## config.mk

```make
export PLATFORM = sky130hd
export DESIGN_NAME = delay_sched
export DESIGN_NICKNAME = d
export VERILOG_FILES = /design/src/rtl/delay_sched_pkg.sv /design/src/rtl/delay_sched_rr_arb.sv /design/src/rtl/delay_sched.sv
export SDC_FILE = /design/constraint.sdc
export NUM_CORES = 1
export LEC_CHECK = 0
export CELL_PAD_IN_SITES_DETAIL_PLACEMENT = 1
export CELL_PAD_IN_SITES_GLOBAL_PLACEMENT = 2
export CORE_UTILIZATION = 24
export CTS_CLUSTER_DIAMETER = 120
export DETAILED_ROUTE_END_ITERATION = 7
export PLACE_DENSITY_LB_ADDON = 0.1
export SYNTH_ARGS = -nofsm -noshare
export SYNTH_HDL_FRONTEND = slang
export SYNTH_SLANG_ARGS = --single-unit
export TNS_END_PERCENT = 30
```

## constraint.sdc

```tcl
create_clock -name clk -period 2.7 [get_ports clk]
set_clock_uncertainty 0.1 [all_clocks]
set_input_delay 0.675 -clock clk [delete_from_list [all_inputs] [get_ports clk]]
set_output_delay 0.675 -clock clk [all_outputs]
set_load 0.005 [all_outputs]
```

## src/rtl/delay_sched_pkg.sv

```systemverilog
// Shared types and helpers for the delay_sched shared-timer scheduler.
package delay_sched_pkg;

  typedef enum logic [1:0] {
    StIdle,
    StLoad,
    StRun,
    StDone
  } state_e;

  // Counter preload so that an up-count reaches all-ones after max(d,1)-1 steps.
  // The result is modulo 2^32; callers truncate it to their WIDTH (WIDTH <= 32).
  function automatic logic [31:0] load_value(input logic [31:0] d);
    logic [31:0] d_eff;
    d_eff = (d == 32'd0) ? 32'd1 : d;
    return 32'd0 - d_eff;
  endfunction

endpackage

```

## src/rtl/delay_sched_rr_arb.sv

```systemverilog
// Combinational round-robin pick: first set request at or after ptr_i, cyclically.
module delay_sched_rr_arb #(
  parameter int unsigned N = 4,
  localparam int unsigned IDXW = $clog2(N)
) (
  input  logic [N-1:0]    req_i,
  input  logic [IDXW-1:0] ptr_i,
  output logic [IDXW-1:0] idx_o,
  output logic            valid_o
);

  // Scan N positions starting at ptr_i; the first hit wins.
  always_comb begin
    idx_o   = '0;
    valid_o = 1'b0;
    for (int unsigned i = 0; i < N; i++) begin
      int unsigned j;
      j = int'(ptr_i) + i;
      if (j >= N) j = j - N;
      if (!valid_o && req_i[j]) begin
        valid_o = 1'b1;
        idx_o   = IDXW'(j);
      end
    end
  end

endmodule

```

## src/rtl/delay_sched.sv

```systemverilog
// Shared-timer scheduler: round-robin grant, single loadable up-counter, done pulse per owner.
module delay_sched
  import delay_sched_pkg::*;
#(
  parameter int unsigned N = 4,
  parameter int unsigned WIDTH = 16,
  localparam int unsigned IDXW = $clog2(N)
) (
  input  logic             clk,
  input  logic             rst_n,
  input  logic [N-1:0]     req,
  input  logic [N*WIDTH-1:0] delay,
  output logic [N-1:0]     gnt,
  output logic [N-1:0]     done,
  output logic             busy,
  output logic [IDXW-1:0]  owner,
  output logic [WIDTH-1:0] cnt
);

  state_e           state_q, state_d;
  logic [IDXW-1:0]  owner_q, owner_d;
  logic [IDXW-1:0]  rr_ptr_q, rr_ptr_d;
  logic [WIDTH-1:0] delay_q, delay_d;
  logic [WIDTH-1:0] cnt_q, cnt_d;

  logic [IDXW-1:0]  arb_idx;
  logic             arb_valid;

  delay_sched_rr_arb #(
    .N(N)
  ) u_rr_arb (
    .req_i  (req),
    .ptr_i  (rr_ptr_q),
    .idx_o  (arb_idx),
    .valid_o(arb_valid)
  );

  // Next-state: arbitrate in idle, preload, count to all-ones, pulse done, advance pointer.
  always_comb begin
    state_d  = state_q;
    owner_d  = owner_q;
    rr_ptr_d = rr_ptr_q;
    delay_d  = delay_q;
    cnt_d    = cnt_q;
    unique case (state_q)
      StIdle: begin
        if (arb_valid) begin
          owner_d = arb_idx;
          // Delay is captured only here; later changes to the input are ignored.
          delay_d = delay[WIDTH*int'(arb_idx) +: WIDTH];
          state_d = StLoad;
        end
      end
      StLoad: begin
        cnt_d   = WIDTH'(load_value(32'(delay_q)));
        state_d = StRun;
      end
      StRun: begin
        // Terminal count holds the counter; no wrap past all-ones.
        if (cnt_q == '1) state_d = StDone;
        else             cnt_d   = cnt_q + WIDTH'(1);
      end
      StDone: begin
        rr_ptr_d = (owner_q == IDXW'(N - 1)) ? '0 : owner_q + IDXW'(1);
        state_d  = StIdle;
      end
      default: state_d = StIdle;
    endcase
  end

  // State and datapath registers.
  always_ff @(posedge clk or negedge rst_n) begin
    if (!rst_n) begin
      state_q  <= StIdle;
      owner_q  <= '0;
      rr_ptr_q <= '0;
      delay_q  <= '0;
      cnt_q    <= '0;
    end else begin
      state_q  <= state_d;
      owner_q  <= owner_d;
      rr_ptr_q <= rr_ptr_d;
      delay_q  <= delay_d;
      cnt_q    <= cnt_d;
    end
  end

  // Outputs decoded from state and owner; grant spans LOAD through DONE.
  always_comb begin
    gnt  = '0;
    done = '0;
    if (state_q != StIdle) gnt[owner_q] = 1'b1;
    if (state_q == StDone) done[owner_q] = 1'b1;
  end

  assign busy  = (state_q != StIdle);
  assign owner = owner_q;
  assign cnt   = cnt_q;

endmodule

```

Yosys cells after proc, flatten, opt, wreduce, memory -nomap -nowiden
Index checks and enable logic that the tools add are counted.
{ "totals": {"regBits": 38, "out_inout_bits": 27} }
{ "op_classes": {"addsub": 10, "order_cmp": 10, "n_eq_ne": 8, "shift": 1, "n_mux": 31, "n_reduce_logical": 14} }
{ "ops": {"columns": ["operator", "n"], "rows": [
  ["less-than comparator 32 x 3 -> 1 bit (second input constant)", 4],
  ["two-way mux 32 bit", 4],
  ["greater-or-equal comparator 32 x 3 -> 1 bit (second input constant)", 3],
  ["subtractor 32 x 3 -> 32 bit (second input constant)", 3],
  ["indexed part select 64 x 7 -> 16 bit", 1],
  ["two-way mux 16 bit", 2],
  ["one-hot mux 16 bit (2 select lines)", 1],
  ["adder 16 x 1 -> 16 bit (second input constant)", 1],
  ["equality test 16 bit (second input constant)", 1],
  ["zero test 16 bit", 1],
  ["subtractor 1 x 16 -> 16 bit (first input constant)", 1],
  ["two-way mux 2 bit", 7],
  ["two-way mux 1 bit", 9],
  ["binary-select mux 1 bit (select 2 bit)", 4],
  ["two-way mux 4 bit", 2],
  ["one-hot mux 2 bit (4 select lines)", 1],
  ["adder 2 x 2 -> 3 bit (second input constant)", 2],
  ["equality test 2 bit (second input constant)", 3],
  ["!= test 2 bit (second input constant)", 3],
  ["AND reduction 2 bit", 3],
  ["logical AND 1 bit", 4],
  ["nonzero test 2 bit", 2],
  ["subtractor 2 x 3 -> 4 bit (second input constant)", 1],
  ["adder 2 x 1 -> 3 bit (second input constant)", 1],
  ["8 further kinds", 10]
]} }

Logic depth before layout (Yosys ltp)
{ "logic_depth": {"depth_word": 16, "ltp_mapped": 10, "ltp_nobuf": 10} }

By module
A second synthesis with hierarchy kept.
{ "hier_totals": {"hier_cells": 272, "area_unflattened_um2": 2855.2} }
{ "modules_own_cells": {"columns": ["module", "n_inst", "cells_per_inst", "area_per_inst_um2", "seq_area_each_um2"], "rows": [
  ["delay_sched", 1, 257, 2777.7, 950.9],
  ["delay_sched_rr_arb", 1, 15, 77.6, 0.0]
]} }

Worst setup path before layout
No wires, ideal clock.
{ "synth_timing": {"path_kind": "register to register", "from": "register delay_q[9]", "to": "register cnt_q[14], in the netlist cnt[14]", "arrival_time_ns": 2.790, "required_ns": 2.474, "setup_slack_ns": -0.316, "path_stages_with_launch": 11, "synth_period_minus_slack_ns": 3.016, "cell_sequence": "dfrtp_1 -> or4_4 -> or4_4 -> nor2_1 -> nor2_1 -> ha_1 -> nor4b_1 -> and4bb_2 -> mux2_2 -> a311oi_1 -> nor3_1"} }
{ "synth_via": {"elab_chain_cells": 4} }
{ "synth_rtl": {"columns": ["element", "line", "rtl"], "rows": [
  ["from (decl)", "delay_sched.sv:23", "logic [WIDTH-1:0] delay_q, delay_d;"],
  ["from (signal assigned)", "delay_sched.sv:83", "delay_q <= delay_d;"],
  ["zero test 16 bit", "delay_sched_pkg.sv:15", "d_eff = (d == 32'd0) ? 32'd1 : d;"],
  ["two-way mux 16 bit (*)", "delay_sched_pkg.sv:15", null],
  ["subtractor 1 x 16 -> 16 bit (*)", "delay_sched_pkg.sv:16", "return 32'd0 - d_eff;"],
  ["one-hot mux 16 bit (2 select lines) (*)", "delay_sched.sv:45", "unique case (state_q)"],
  ["to (signal assigned)", "delay_sched.sv:84", "cnt_q <= cnt_d;"],
  ["to (decl)", "delay_sched.sv:24", "logic [WIDTH-1:0] cnt_q, cnt_d;"]
]} }
Mark *: on every way between the ends. The rest lies on a longest branch, timed or not.
A chain may end at the register's enable or synchronous reset.

Worst setup path in the final report
{ "layout_timing": {"from": "register delay_q[12]", "to": "register cnt_q[14], in the netlist cnt[14]"} }
Same word-level chain as after synthesis.

==> key figures <==
Run status
  – Outcome: complete, but fails checks
  – Failing checks: negative setup slack

Power and ir drop
  – Clock power frac: 12.2%
  – Pwr Density: 1090 nW/um^2
  – Overall power after layout: 4.77 mW
  – Static leakage: 1.85 nW
  – Power share of the sequential group: 25.0%
  – Logic gate share of total power: 62.8%
  – Peak supply drop: 0.375 mV
  – Internal power: 2.80 mW
  – Sw frac: 41.3%
  – P_sw: 1.97 mW

Logic synthesis
  – Top_reg_cell synth: dfrtp_1
  – Syn avg cell area: 9.10 sq um
  – Cells after synthesis: 307
  – Post-synth ARST share: 100%
  – Mapped Area: 2800 sq um
  – Sequential fraction of the synthesis area: 34.0%
  – FF+latch count, synth: 38
  – YS warnings: 0
  – Synthesized net count: 388
  – EDFF count, synth: 0
  – Unique masters post-synth: 53

Routing
  – Drt total wl: 9190 um
  – Vias: 2852
  – Pre-antenna DRT Iters: 4
  – Vias per cell: 4.93
  – Wire per inst: 15.9 um
  – Drt initial violations: 121
  – DR DRC count: 0
  – ANT nets after route: 0

CTS
  – Clock Sink Count: 38
  – Clock latency on the worst-skew pair: 0.28 ns
  – Number of H-tree levels: 2
  – Setup bufs post-CTS: 0
  – Clk buf depth: 2
  – CTS Buf Count: 5
  – TritonCTS clock tree: built
  – Clk slew on worst S/H paths: 0.06 ns
  – Clock Tree Root: clkbuf_16

GRT
  – Initial antenna violation count: 0
  – Gr ovfl total: 0
  – GR Util All Layers: 16.2%
  – Number of global-route vias before repair: 2964
  – First-pass GRT wire length: 15000 um
  – Largest net degree at the start of global routing: 29

Worst setup path
  – Critical path class: flop to flop
  – CP endpoint kind: flop
  – CP Capture Point: cnt[14]
  – Worst EP arrival: 2.92 ns
  – Crit path launch: delay_q[12]
  – Worst Path Required: 2.76 ns
  – R2R depth: 10
  – R2R setup slack: -0.16 ns
  – R2r startpoint: delay_q[12]
  – Reg2reg end: cnt[14]
  – Crit start category: flop
  – Crit path max fanout: 2

STA
  – Slew of the pin with the lowest slew margin: 0.674 ns
  – Fin. Hold Viols: 0
  – RSZ-0062 raised after global routing: true
  – Rel. slew slack: 54.7%
  – Clock period minus worst slack: 2.86 ns
  – Fmax: 0.349 GHz
  – Worst Slack Setup Final: -0.165 ns
  – Slew Viols, Final: 0
  – Final setup TNS: -0.165 ns
  – Fin crit share: 106%
  – Final Setup Violations: 1

Floorplan
  – Die Span X: 110 um
  – I/O pin count: 97
  – Chip Height: 110 um
  – Die area: 12100 sq um
  – Floorplan core area: 11400 sq um
  – Initial Util: 24.6%
  – Rows: 39

Finish
  – Syn-to-layout area delta: 56.6%
  – Number of inserted diodes: 0
  – Multi-input gate area: 1780 sq um
  – Nets@finish: 517
  – Finished Core Util: 38.5%
  – Finished Layout Cells: 578
  – Share of layout cells above drive strength 1: 15.4%
  – Fill count: 1335
  – Register area: 951 sq um

Placed design
  – # placed instances: 572
  – Pre-CTS WS: -0.211 ns
  – Dpl hpwl: 7430 um
  – PortBufs: 96
  – GPL Wtd Cong: 0.747

Job
  – Max-cap violation count: 0

Hold path
  – HP Class: primary input to asynchronous set/reset pin
==> cell type report <==
cell class	count	area share, %
well taps	143	4.09
inverters	9	0.772
repair buffers	136	29.6
flip-flops and latches	38	21.7
multi-input cells	246	40.7
clock buffers	6	3.17
==> synthesized netlist by cell type (5+ instances only) <==
| cell | number | area [sq um] |
|---|---|---|
| dfrtp_1 | 38 | 951 |
| xnor2_1 | 5 | 43.8 |
| o221ai_1 | 16 | 140 |
| xor2_1 | 5 | 43.8 |
| nor3_1 | 10 | 50.1 |
| nand2b_1 | 5 | 31.3 |
| inv_1 | 9 | 33.8 |
| clkbuf_1 | 9 | 33.8 |
| ha_1 | 11 | 138 |
| o21ai_0 | 6 | 30.0 |
| o22ai_1 | 5 | 31.3 |
| mux2i_1 | 34 | 340 |
| nor2b_1 | 6 | 37.5 |
| nor2_1 | 19 | 71.3 |
| nand2_1 | 39 | 146 |
| nand3_1 | 8 | 40.0 |
| a21oi_1 | 9 | 45.0 |
==> registers in the layout, indices dropped and copies added (netlist names) <==
name and cells:
cnt 16, delay_q 16, owner 2, rr_ptr_q 2
state_q 2
==> worst min-delay path by stage <==
stage	start	endpoint	slack (ns)	cells after the start
2_1_floorplan	rst_n	cnt[0]	0.28	0
3_3_place_gp	cnt[4]	cnt[4]	0.44	1
3_5_place_dp	cnt[4]	cnt[4]	0.45	1
4_1_cts	rst_n	cnt[8]	0.23	1
5_1_grt	rst_n	cnt[11]	0.23	1
6_report	rst_n	cnt[11]	0.21	1
==> timing repair <==
item / in CTS / in global routing
hold buffers: 0 / 0
pin swaps: 1 / 3
endpoints found under the setup margin: 2 / 4
gates resized for setup: 2 / 3
==> worst max-delay path, stage by stage (launching register included) <==
cell and delay [ns]:
dfrtp_1 0.38, or4_4 0.54, or4_4 0.45, nor2_4 0.10, nor2_1 0.05, ha_2 0.17
nor4b_1 0.15, and4bb_2 0.23, mux2_2 0.29, a311oi_2 0.21, nor3_1 0.07
==> logic make-up (layout without fill, tap and decap cells) <==
kind of cell	count (synthesis)	after routing	synth area share (%)
adders and majority gates	11	11	4.92
DFF	38	38	34.0
xor gates and xnor gates	10	10	3.13
AOI/OAI and AO/OA	72	72	19.6
muxes	38	38	13.8
buffers and inverters	23	151	3.27
and+or+nand+nor	115	115	21.3
==> cells in the final DEF (no fill, tap or decap), types with 4 or more instances in the layout <==
master / n
nor3_1: 10
xor2_1: 5
inv_1: 9
clkdlybuf4s50_1: 95
o221ai_1: 16
nand2_1: 39
o21ai_0: 5
o22ai_1: 5
ha_1: 10
dfrtp_1: 38
clkbuf_16: 5
nor2b_1: 6
a21oi_1: 9
o31ai_1: 4
a31oi_1: 4
nand3_1: 7
and2_1: 4
mux2i_1: 34
mux2_2: 4
buf_4: 37
xnor2_1: 4
nor2_1: 18
nand2b_1: 5
==> routing by layer <==
layer  vias up  GRT usage (%)  routed length, um
met5         -              0                  0
met1      1341           22.0               4480
met4         0           4.38                 97
met3         8           3.73                476
met2        81           25.7               4140
li1       1422              -                  -
==> power by group through the flow <==
stage | sequential, mW | combinational (mW) | clock [mW]
2_1_floorplan | 1.19 | 1.63 | 0
3_3_place_gp | 1.19 | 2.98 | 0
3_5_place_dp | 1.21 | 3.00 | 0
4_1_cts | 1.20 | 3.03 | 0.605
5_1_grt | 1.25 | 3.33 | 0.621
6_report | 1.19 | 2.99 | 0.580
==> metrics by stage <==
step / hold WS, ns / instance area [sq um]
2_1_floorplan: 0.279 / 2800
3_3_place_gp: 0.444 / 4220
3_5_place_dp: 0.449 / 4220
4_1_cts: 0.230 / 4370
5_1_grt: 0.232 / 4380
6_report: 0.215 / 4380
No activity file was read; power rests on OpenSTA's default activity.
